[src/rtl/instr_issuer_pkg.sv]
// Shared definitions for the register-file instruction issuer: opcodes, bus codes, compare codes, FSM states.
// S_PAUSE exists only when INSTR_ISSUER_STEP_EN is defined.
package instr_issuer_pkg;

    localparam logic [3:0] OP_LD   = 4'h0;
    localparam logic [3:0] OP_ST   = 4'h1;
    localparam logic [3:0] OP_MI   = 4'h2;
    localparam logic [3:0] OP_MR   = 4'h3;
    localparam logic [3:0] OP_NOP  = 4'h4;
    localparam logic [3:0] OP_CM   = 4'h7;
    localparam logic [3:0] OP_HALT = 4'hE;
    localparam logic [3:0] OP_CMI  = 4'hF;

    localparam logic [7:0] NOP_WORD = 8'h40;

    localparam logic [1:0] RW_NONE  = 2'b00;
    localparam logic [1:0] RW_READ  = 2'b10;
    localparam logic [1:0] RW_WRITE = 2'b01;

    localparam logic [7:0] CMP_EQ = 8'd0;
    localparam logic [7:0] CMP_LT = 8'd1;
    localparam logic [7:0] CMP_GT = 8'd2;

    typedef enum logic [3:0] {
        S_IDLE,
        S_FETCH,
        S_WAIT,
        S_DECODE,
        S_ISSUE,
        S_GAP,
        S_RDA,
        S_RDA_W,
        S_RDB,
        S_RDB_W,
        S_DONE
`ifdef INSTR_ISSUER_STEP_EN
        , S_PAUSE
`endif
    } state_t;

    function automatic logic is_cmp_op(input logic [3:0] op);
        return (op == OP_CM) || (op == OP_CMI);
    endfunction

    // CMI immediate: 2-bit field sign-extended to the register width.
    function automatic logic [7:0] cmi_imm(input logic [1:0] field);
        return {{6{field[1]}}, field};
    endfunction

endpackage

[src/rtl/instr_issuer_cmp.sv]
// Combinational operand comparator producing the 8-bit compare code driven onto the register file input.
module issuer_cmp
    import instr_issuer_pkg::*;
(
    input  logic [7:0] a,
    input  logic [7:0] b,
    output logic [7:0] code
);

    always_comb begin
        code = CMP_GT;
        if (a == b) begin
            code = CMP_EQ;
        end else if (a < b) begin
            code = CMP_LT;
        end
    end

endmodule

[src/rtl/instr_issuer.sv]
// Fetches program words and issues them to the 4x8 register file; CM/CMI read operands first.
// Optional single-step mode: define INSTR_ISSUER_STEP_EN to add the `step` input and the PAUSE state.
//
// state    | meaning
// ---------+-------------------------------------------------------------
// IDLE     | waiting for start
// FETCH    | prog_addr = pc presented to ROM
// WAIT     | ROM latency
// DECODE   | prog_data latched as instr; sets up bus for next strobe
// ISSUE    | reg_on pulse with word = instr, in_val = compare code or 0
// GAP      | reg_on low; advance pc or finish
// RDA      | read strobe of operand A (word = NOP)
// RDA_W    | capture A; CMI compares against immediate here
// RDB      | read strobe of operand B (CM only)
// RDB_W    | compare A with returned B
// DONE     | done pulse, busy low
// PAUSE    | (step build) parked after GAP until step
module instr_issuer
    import instr_issuer_pkg::*;
#(
    parameter int          ADDR_W   = 4,
    parameter int unsigned START_PC = 0
) (
    input  logic              clk,
    input  logic              rst_n,
    input  logic              start,
    output logic [ADDR_W-1:0] prog_addr,
    input  logic [7:0]        prog_data,
    output logic [7:0]        word,
    output logic              reg_on,
    output logic [7:0]        in_val,
    output logic [1:0]        read_write,
    output logic [1:0]        rw_reg,
    input  logic [7:0]        rd_data,
    output logic              busy,
    output logic              done
`ifdef INSTR_ISSUER_STEP_EN
    ,
    input  logic              step
`endif
);

    localparam logic [ADDR_W-1:0] PC_START = ADDR_W'(START_PC);
    localparam logic [ADDR_W-1:0] PC_LAST  = {ADDR_W{1'b1}};

    state_t            state;
    state_t            state_nxt;
    logic [ADDR_W-1:0] pc;
    logic [7:0]        instr;
    logic [7:0]        a_q;
    logic [7:0]        code_q;

    logic [3:0]        dec_op;
    logic [3:0]        instr_op;
    logic              pc_last;
    logic [7:0]        cmp_a;
    logic [7:0]        cmp_b;
    logic [7:0]        cmp_code;

    assign dec_op    = prog_data[7:4];
    assign instr_op  = instr[7:4];
    assign pc_last   = (pc == PC_LAST);
    assign prog_addr = pc;

    // CMI compares the first read against its immediate; CM compares stored A with the live second read.
    assign cmp_a = (state == S_RDA_W) ? rd_data : a_q;
    assign cmp_b = (state == S_RDA_W) ? cmi_imm(instr[1:0]) : rd_data;

    issuer_cmp u_cmp (
        .a    (cmp_a),
        .b    (cmp_b),
        .code (cmp_code)
    );

    always_ff @(posedge clk or negedge rst_n) begin
        if (!rst_n) begin
            state <= S_IDLE;
        end else begin
            state <= state_nxt;
        end
    end

    always_comb begin
        state_nxt = state;
        case (state)
            S_IDLE:   if (start) state_nxt = S_FETCH;
            S_FETCH:  state_nxt = S_WAIT;
            S_WAIT:   state_nxt = S_DECODE;
            S_DECODE: begin
                if (dec_op == OP_HALT) begin
                    state_nxt = S_DONE;
                end else if (is_cmp_op(dec_op)) begin
                    state_nxt = S_RDA;
                end else begin
                    state_nxt = S_ISSUE;
                end
            end
            S_ISSUE:  state_nxt = S_GAP;
`ifdef INSTR_ISSUER_STEP_EN
            S_GAP:    state_nxt = S_PAUSE;
            S_PAUSE:  if (step) state_nxt = pc_last ? S_DONE : S_FETCH;
`else
            S_GAP:    state_nxt = pc_last ? S_DONE : S_FETCH;
`endif
            S_RDA:    state_nxt = S_RDA_W;
            S_RDA_W:  state_nxt = (instr_op == OP_CM) ? S_RDB : S_ISSUE;
            S_RDB:    state_nxt = S_RDB_W;
            S_RDB_W:  state_nxt = S_ISSUE;
            S_DONE:   state_nxt = S_IDLE;
            default:  state_nxt = S_IDLE;
        endcase
    end

    // Bus values are driven one cycle ahead of every strobe so they are stable across reg_on.
    always_comb begin
        word       = 8'h00;
        reg_on     = 1'b0;
        in_val     = 8'h00;
        read_write = RW_NONE;
        rw_reg     = 2'b00;
        busy       = (state != S_IDLE) && (state != S_DONE);
        done       = (state == S_DONE);
        case (state)
            S_DECODE: begin
                if (is_cmp_op(dec_op)) begin
                    word       = NOP_WORD;
                    read_write = RW_READ;
                    rw_reg     = prog_data[3:2];
                end else if (dec_op != OP_HALT) begin
                    word = prog_data;
                end
            end
            S_ISSUE: begin
                word   = instr;
                in_val = code_q;
                reg_on = 1'b1;
            end
            S_RDA: begin
                word       = NOP_WORD;
                read_write = RW_READ;
                rw_reg     = instr[3:2];
                reg_on     = 1'b1;
            end
            S_RDA_W: begin
                if (instr_op == OP_CM) begin
                    word       = NOP_WORD;
                    read_write = RW_READ;
                    rw_reg     = instr[1:0];
                end else begin
                    word   = instr;
                    in_val = cmp_code;
                end
            end
            S_RDB: begin
                word       = NOP_WORD;
                read_write = RW_READ;
                rw_reg     = instr[1:0];
                reg_on     = 1'b1;
            end
            S_RDB_W: begin
                word   = instr;
                in_val = cmp_code;
            end
            default: begin
                word = 8'h00;
            end
        endcase
    end

    always_ff @(posedge clk or negedge rst_n) begin
        if (!rst_n) begin
            pc     <= PC_START;
            instr  <= 8'h00;
            a_q    <= 8'h00;
            code_q <= CMP_EQ;
        end else begin
            case (state)
                S_IDLE: begin
                    if (start) pc <= PC_START;
                end
                S_DECODE: begin
                    instr  <= prog_data;
                    code_q <= CMP_EQ;
                end
                S_RDA_W: begin
                    a_q <= rd_data;
                    if (instr_op == OP_CMI) code_q <= cmp_code;
                end
                S_RDB_W: begin
                    code_q <= cmp_code;
                end
                default: begin
                    code_q <= code_q;
                end
            endcase
            if ((state != S_IDLE) && (state_nxt == S_FETCH)) begin
                pc <= pc + ADDR_W'(1);
            end
        end
    end

endmodule
[config.mk]
export PLATFORM = sky130hd
export DESIGN_NAME = instr_issuer
export DESIGN_NICKNAME = d
export VERILOG_FILES = /design/src/rtl/instr_issuer_pkg.sv /design/src/rtl/instr_issuer_cmp.sv /design/src/rtl/instr_issuer.sv
export SDC_FILE = /design/constraint.sdc
export NUM_CORES = 1
export LEC_CHECK = 0
export CAP_MARGIN = 20
export CORE_MARGIN = 10
export CORE_UTILIZATION = 56
export DETAILED_ROUTE_END_ITERATION = 6
export GPL_TIMING_DRIVEN = 0
export PLACE_DENSITY = 0.9
export SYNTH_ARGS = -nofsm -noshare
export SYNTH_HDL_FRONTEND = slang
export SYNTH_HIERARCHICAL = 1
export SYNTH_SLANG_ARGS = --single-unit
export TNS_END_PERCENT = 10
[constraint.sdc]
create_clock -name clk -period 4.9 [get_ports clk]
set_clock_uncertainty 0.15 [all_clocks]
set_input_delay 1.47 -clock clk [delete_from_list [all_inputs] [get_ports clk]]
set_output_delay 1.47 -clock clk [all_outputs]
set_load 0.005 [all_outputs]
==> results.sh, run 1 <==
export IMPL_setup_slack_ns=0.0678
export IMPL_final_max_slew_viol_count=0
export IMPL_grt_pass1_vias=2190
export IMPL_reg2reg_slack_ns=2.05
export IMPL_power_leakage_nw=1.42
export IMPL_dp_hpwl_um=4280
export IMPL_holdCritStartpoint="a_q[6]"
export IMPL_overflow=0
export IMPL_finalWirelength_um=6210
export IMPL_drive_above_1_share_pct=21.1
export IMPL_drv_cap=0
export IMPL_drtIter0Drc=99
export IMPL_placement_setup_worst_slack_ns=-0.506
export IMPL_outcome="complete, no violations"
export IMPL_final_period_utilization_pct=98.6
export IMPL_synth_seq_cells=32
export IMPL_synthDistinctLibCells=52
export IMPL_gp_congestion=0.853
export IMPL_cts_root_buf="clkbuf_8"
export IMPL_worst_r2r_cell_count=13
export IMPL_antenna_found_initial=0
export IMPL_p_per_area_nw_per_um2=595
export IMPL_grt_pass1_wl_um=10300
export IMPL_placed_area_um2=2820
export IMPL_portBuffers=44
export IMPL_cts_path_max_buffers=2
export IMPL_h_tree_depth=2
export IMPL_cp_arrival_ns=3.21
export IMPL_ys_seq_area_share_pct=34.8
export IMPL_synth_ff_type="dfrtp_1"
export IMPL_drc=0
export IMPL_timing_fmax_mhz=207
export IMPL_via_per_inst=5.80
export IMPL_initial_core_util_pct=57.5
export IMPL_crit_required_ns=3.28
export IMPL_max_slew_margin_pct=49.1
export IMPL_clk_latency_ns=0.29
export IMPL_r2r_start="state[3]"
export IMPL_syn_area_um2=2300
export IMPL_netlist_instances=258
export IMPL_cts_hold_buf=0
export IMPL_die_area_um2=7070
export IMPL_fin_cells=368
export IMPL_syn_to_final_growth_pct=32.5
export IMPL_wire_per_inst_um=16.9
export IMPL_coreArea_um2=4000
export IMPL_die_h_um=84.1
export IMPL_cts_buffers=5
export IMPL_fp_row_count=23
export IMPL_max_slew_worst_pin_slew_ns=0.764
export IMPL_synth_edf_count=0
export IMPL_final_cell_area_um2=3050
export IMPL_yosysWarningCount=6
export IMPL_criticalPathCategory="in2out"
export IMPL_n_antenna_cell=0
export IMPL_min_path_type="reg2reg"
export IMPL_antenna_left=0
export IMPL_io_pins=46
export IMPL_grt_start_max_net_pins=33
export IMPL_finalHoldViolations=0
export IMPL_clkSinkCount=32
export IMPL_syn_area_per_cell_um2=8.91
export IMPL_ir_worst_vdd_v=0.000322
export IMPL_nNetsFinal=345
export IMPL_end_kind="output pin"
export IMPL_cp_start_kind="primary input"
export IMPL_vias=2135
export IMPL_whs_endpoint="a_q[6]"
export IMPL_rr_endpoint="code_q[1]"
export IMPL_synth_async_sr_flop_share_pct=100
export IMPL_crit_fanout=2
export IMPL_hold_depth=2
export IMPL_cts_tree="yes"
export IMPL_layout_min_cycle_time_ns=4.83
export IMPL_finalPower_mw=1.81
export IMPL_place_inst=357
export IMPL_grt_usage_pct=17.2
export IMPL_drt_pass1_iterations=4
export IMPL_cts_clk_slew_worst_paths_ns=0.06
export IMPL_die_x_um=84.1
export IMPL_setup_viol=0
-- cell families after synthesis --
family                     count (synthesis)  synth area share [%]
DFF                                       32                  34.8
AOI/OAI and AO/OA                         59                  20.5
and+or+nand+nor                          121                  28.8
adders and majority gates                  9                  4.90
other                                      2                 0.327
muxes                                      2                 0.979
xor gates and xnor gates                   1                 0.381
buffers and inverters                     32                  9.30
-- layout make-up --
| class | count | area (um2) |
|---|---|---|
| repair buffers | 47 | 459 |
| well taps | 50 | 62.6 |
| fillers | 279 | 952 |
| multi-input cells | 199 | 1420 |
| clock buffers | 8 | 90.1 |
| flip-flops and latches | 32 | 801 |
| inverters | 10 | 37.5 |
| plain buffers | 22 | 176 |
-- state kept, by name, indices dropped and copies added (netlist names) --
name       count
a_q            8
instr          8
prog_addr      4
state          4
code_q         8
-- what timing repair did --
| action | 4_1_cts | 5_1_grt |
|---|---|---|
| pin swaps | 7 | 9 |
| buffers inserted | 1 | 2 |
| endpoints found under the setup margin | 7 | 4 |
| resized for setup | 19 | 17 |
-- worst max-delay path: stages --
cell	delay (ns)
clkdlybuf4s50_1	0.48
nand2_1	0.05
nand2_1	0.06
inv_1	0.04
ha_1	0.26
nand4_1	0.16
buf_4	0.18
o22a_1	0.22
nand2_1	0.09
o21ai_2	0.06
buf_2	0.14
-- per-layer routing --
layer | GRT usage (%) | wire [um] | up-vias
met5 | 0 | 0 | -
met4 | 8.07 | 129 | 0
met3 | 5.08 | 342 | 14
met2 | 28.1 | 3200 | 62
met1 | 20.0 | 2530 | 1040
li1 | - | - | 1019
-- Yosys cell counts (all sizes together), types with 2 or more instances --
| cell | instances | share of area, % |
|---|---|---|
| o31ai | 2 | 0.65 |
| nor3b | 2 | 0.65 |
| a32o | 6 | 2.6 |
| inv | 10 | 1.6 |
| nand2 | 79 | 13 |
| nor2 | 4 | 0.65 |
| a211o | 2 | 1.1 |
| o21ba | 2 | 0.87 |
| and3 | 2 | 0.54 |
| conb | 2 | 0.33 |
| o21ai | 19 | 4.3 |
| nor4b | 2 | 2.1 |
| o22a | 2 | 0.76 |
| buf | 21 | 7.5 |
| ha | 9 | 4.9 |
| and4bb | 2 | 1.3 |
| a32oi | 3 | 1.5 |
| nand2b | 5 | 1.4 |
| nand4 | 4 | 1.1 |
| nor4bb | 2 | 1.5 |
| a22o | 9 | 3.4 |
| nand3 | 5 | 1.1 |
| nand4b | 3 | 1.1 |
| mux2 | 2 | 0.98 |
| a21oi | 5 | 1.3 |
| dfrtp | 32 | 35 |
| nand4bb | 3 | 1.5 |
| nor2b | 4 | 1.1 |
| o211ai | 2 | 0.87 |
-- layout by cell type, fill, tap and decap left out, types with 6 or more instances in the layout --
cell type / netlist / layout
nand2_1: 79 / 78
clkdlybuf4s50_1: 0 / 35
dfrtp_1: 32 / 32
buf_4: 12 / 15
o21ai_0: 15 / 12
inv_1: 10 / 9
a22o_1: 9 / 9
conb_1: 2 / 7
buf_6: 6 / 6
buf_2: 3 / 6
a32o_1: 6 / 6
clkbuf_8: 0 / 6
-- through the flow --
step / utilization, % / TNS (ns) / hold slack, ns
after floorplan: - / 0 / 0.291
after global placement: 70.5 / -0.955 / 0.305
after detailed placement: 70.4 / -1.07 / 0.322
after CTS: 73.4 / -0.000457 / 0.337
after global routing: 76.2 / -0.0179 / 0.364
final: 76.2 / 0 / 0.343
-- report_power, final --
group / leakage (nW) / switching [mW] / internal (mW)
logic: 0.965 / 0.594 / 0.572
clock network: 0.0455 / 0.0996 / 0.115
registers: 0.410 / 0.0681 / 0.366
total: 1.42 / 0.761 / 1.05
-- how the worst max path moves through the flow --
stage	depth (start not counted)	slack, ns	endpoint	startpoint
finish	11	0.07	in_val[1]	rd_data[4]
global route	12	-0.02	in_val[0]	rd_data[4]
floorplan	10	0.68	in_val[0]	rd_data[1]
CTS	11	-0.0005	in_val[0]	rd_data[3]
global placement	12	-0.44	in_val[1]	rd_data[1]
detailed placement	12	-0.51	in_val[1]	rd_data[1]
Power figures use the tool's default switching activity.
==> inputs of run 2 (changes only) <==
Settings changed: CORE_ASPECT_RATIO from default to 0.8, GPL_ROUTABILITY_DRIVEN from default to 0.
==> run 2 against run 1 <==
Against the previous run: via count is 1.4% higher; fmax shrank 0.80%; largest power group unchanged; flip-flop and latch count did not move; critical path depth grew 1; global-route usage decreased by 0.30 points; worst setup slack lost 0.039 ns; first-iteration DRC count grew 110%.
==> results.sh, run 2 (synthesized netlist as in run 1, its figures left out) <==
export IMPL_ir_worst_vdd_v=0.000364
export IMPL_holdCritStartpoint="a_q[0]"
export IMPL_crit_chain="dlygate4sd2_1 > nand2_1 > nand2_1 > inv_1 > ha_1 > nor2b_2 > o211ai_4 > a31oi_4 > nor2_2 > nand2_1 > o21ai_1 > buf_2"
export IMPL_place_inst=362
export IMPL_coreArea_um2=3880
export IMPL_intPower_mw=1.04
export IMPL_n_antenna_cell=0
export IMPL_cts_hold_buf=0
export IMPL_io_pins=46
export IMPL_setup_viol=0
export IMPL_crit_family="simple AND/OR/NAND/NOR gates"
export IMPL_final_max_slew_viol_count=0
export IMPL_cts_tree="yes"
export IMPL_critPathLaunch="rd_data[1]"
export IMPL_via_per_inst=5.80
export IMPL_fin_hold_ws_ns=0.341
export IMPL_antenna_left=0
export IMPL_setup_tns_final_ns=0
export IMPL_drtIter0Drc=203
export IMPL_clkSinkCount=32
export IMPL_overflow=0
export IMPL_hold_depth=2
export IMPL_die_h_um=77.3
export IMPL_mostFrequentLayoutCell="nand2_1"
export IMPL_outcome="complete, no violations"
export IMPL_portBuffers=44
export IMPL_timing_fmax_mhz=205
export IMPL_wire_per_inst_um=17.2
export IMPL_cp_start_kind="primary input"
export IMPL_finalWirelength_um=6410
export IMPL_cp_num_cells=12
export IMPL_finalHoldViolations=0
export IMPL_reg_top3="a_q x8, code_q x8, instr x8"
export IMPL_cp_common_cell="nand2_1"
export IMPL_p_sw_uw=773
export IMPL_placed_area_um2=2820
export IMPL_fp_row_count=20
export IMPL_max_slew_margin_pct=50.7
export IMPL_pwr_share_clk_pct=11.7
export IMPL_final_period_utilization_pct=99.4
export IMPL_criticalPathCategory="in2out"
export IMPL_clk_latency_ns=0.29
export IMPL_end_kind="output pin"
export IMPL_final_cell_area_um2=3060
export IMPL_crit_fanout=2
export IMPL_nNetsFinal=345
export IMPL_crit_required_ns=3.28
export IMPL_initial_core_util_pct=59.3
export IMPL_power_share_combinational_pct=64.2
export IMPL_vias=2165
export IMPL_cp_buffers_inverters=3
export IMPL_max_stage_delay_ns=0.29
export IMPL_die_area_um2=7090
export IMPL_power_leakage_nw=1.43
export IMPL_p_per_area_nw_per_um2=593
export IMPL_layout_min_cycle_time_ns=4.87
export IMPL_antenna_found_initial=0
export IMPL_cts_buffers=5
export IMPL_drt_pass1_iterations=4
export IMPL_h_tree_depth=2
export IMPL_worst_r2r_cell_count=13
export IMPL_fill_cells=266
export IMPL_fin_cells=373
export IMPL_dp_hpwl_um=4220
export IMPL_r2r_start="state[3]"
export IMPL_drive_above_1_share_pct=20.4
export IMPL_mostFrequentLayoutCells="79 x nand2_1, 33 x clkdlybuf4s50_1, 32 x dfrtp_1"
export IMPL_cp_arrival_ns=3.25
export IMPL_drv_cap=0
export IMPL_grt_usage_pct=16.9
export IMPL_die_x_um=91.6
export IMPL_cts_root_buf="clkbuf_8"
export IMPL_min_path_type="reg2reg"
export IMPL_grt_pass1_vias=2153
export IMPL_grt_pass1_wl_um=10100
export IMPL_cts_clk_slew_worst_paths_ns=0.07
export IMPL_placement_setup_worst_slack_ns=-0.452
export IMPL_cpMaxStageDelayCell="ha_1"
export IMPL_drc=0
export IMPL_seqPwrFrac_pct=24.0
export IMPL_setup_slack_ns=0.0287
export IMPL_max_slew_worst_pin_slew_ns=0.740
export IMPL_cts_path_max_buffers=2
export IMPL_syn_to_final_growth_pct=32.9
export IMPL_sw_frac_of_total_pct=42.7
export IMPL_grt_start_max_net_pins=33
## run 2: changes by cell type in the layout (fill, tap and decap cells not counted), moves of 2 or more
cell             delta
o21ai_1             +2
dlymetal6s2s_1      +2
clkdlybuf4s50_1     -2
o21ai_2             -2
## run 2: power groups by stage
stage	sequential, mW	clock, mW	combinational, mW
4_1_cts	0.430	0.213	1.04
3_5_place_dp	0.434	0	0.980
6_report	0.435	0.213	1.16
5_1_grt	0.446	0.227	1.26
2_1_floorplan	0.419	0	0.669
3_3_place_gp	0.430	0	0.950
## run 2: what timing repair did
| item | in CTS | in global routing |
|---|---|---|
| gates cloned | 0 | 0 |
| gates resized for setup | 16 | 20 |
| endpoints found under the setup margin | 6 | 5 |
| hold endpoints to repair | 0 | 0 |
| pin swaps | 6 | 7 |
| buffers inserted | 1 | 2 |
## run 2: metal layers
layer  part of all wire [%]  global-route usage [%]
met4                    1.7                    6.09
met2                     50                    28.5
met1                     42                    20.1
met3                    5.6                    4.77
met5                      0                       0
## run 2: stage by stage
stage          utilization, %  power (mW)
2_1_floorplan               -        1.09
3_3_place_gp             72.9        1.38
3_5_place_dp             72.8        1.41
4_1_cts                  76.0        1.68
5_1_grt                  78.8        1.93
6_report                 78.8        1.81
## run 2: layout make-up
type	instances	area [um2]	area share, %
tap	55	68.8	2.25
multi-input combinational	199	1420	46.4
sequential	32	801	26.2
inverter	10	37.5	1.23
clock buffer	8	90.1	2.95
timing repair buffer	47	464	15.2
buffer	22	176	5.77
## run 2: final timing paths
check                                    end  slack, ns
max in group asynchronous           instr[3]       3.03
worst max-delay path               in_val[0]       0.03
worst max register to register     code_q[0]       1.99
worst min register to register        a_q[0]       0.34
min in group asynchronous       prog_addr[3]       1.09
worst min-delay path                  a_q[0]       0.34
## run 2: worst reg2reg max path, stage by stage, from the launching register on
cell,delay (ns)
dfrtp_1,0.42
buf_6,0.16
nand4b_1,0.22
buf_2,0.22
buf_4,0.19
nand2_1,0.08
nand2_1,0.10
ha_1,0.30
nand4_1,0.20
buf_4,0.21
a31oi_4,0.14
nor2_2,0.07
buf_4,0.13
a22o_1,0.20
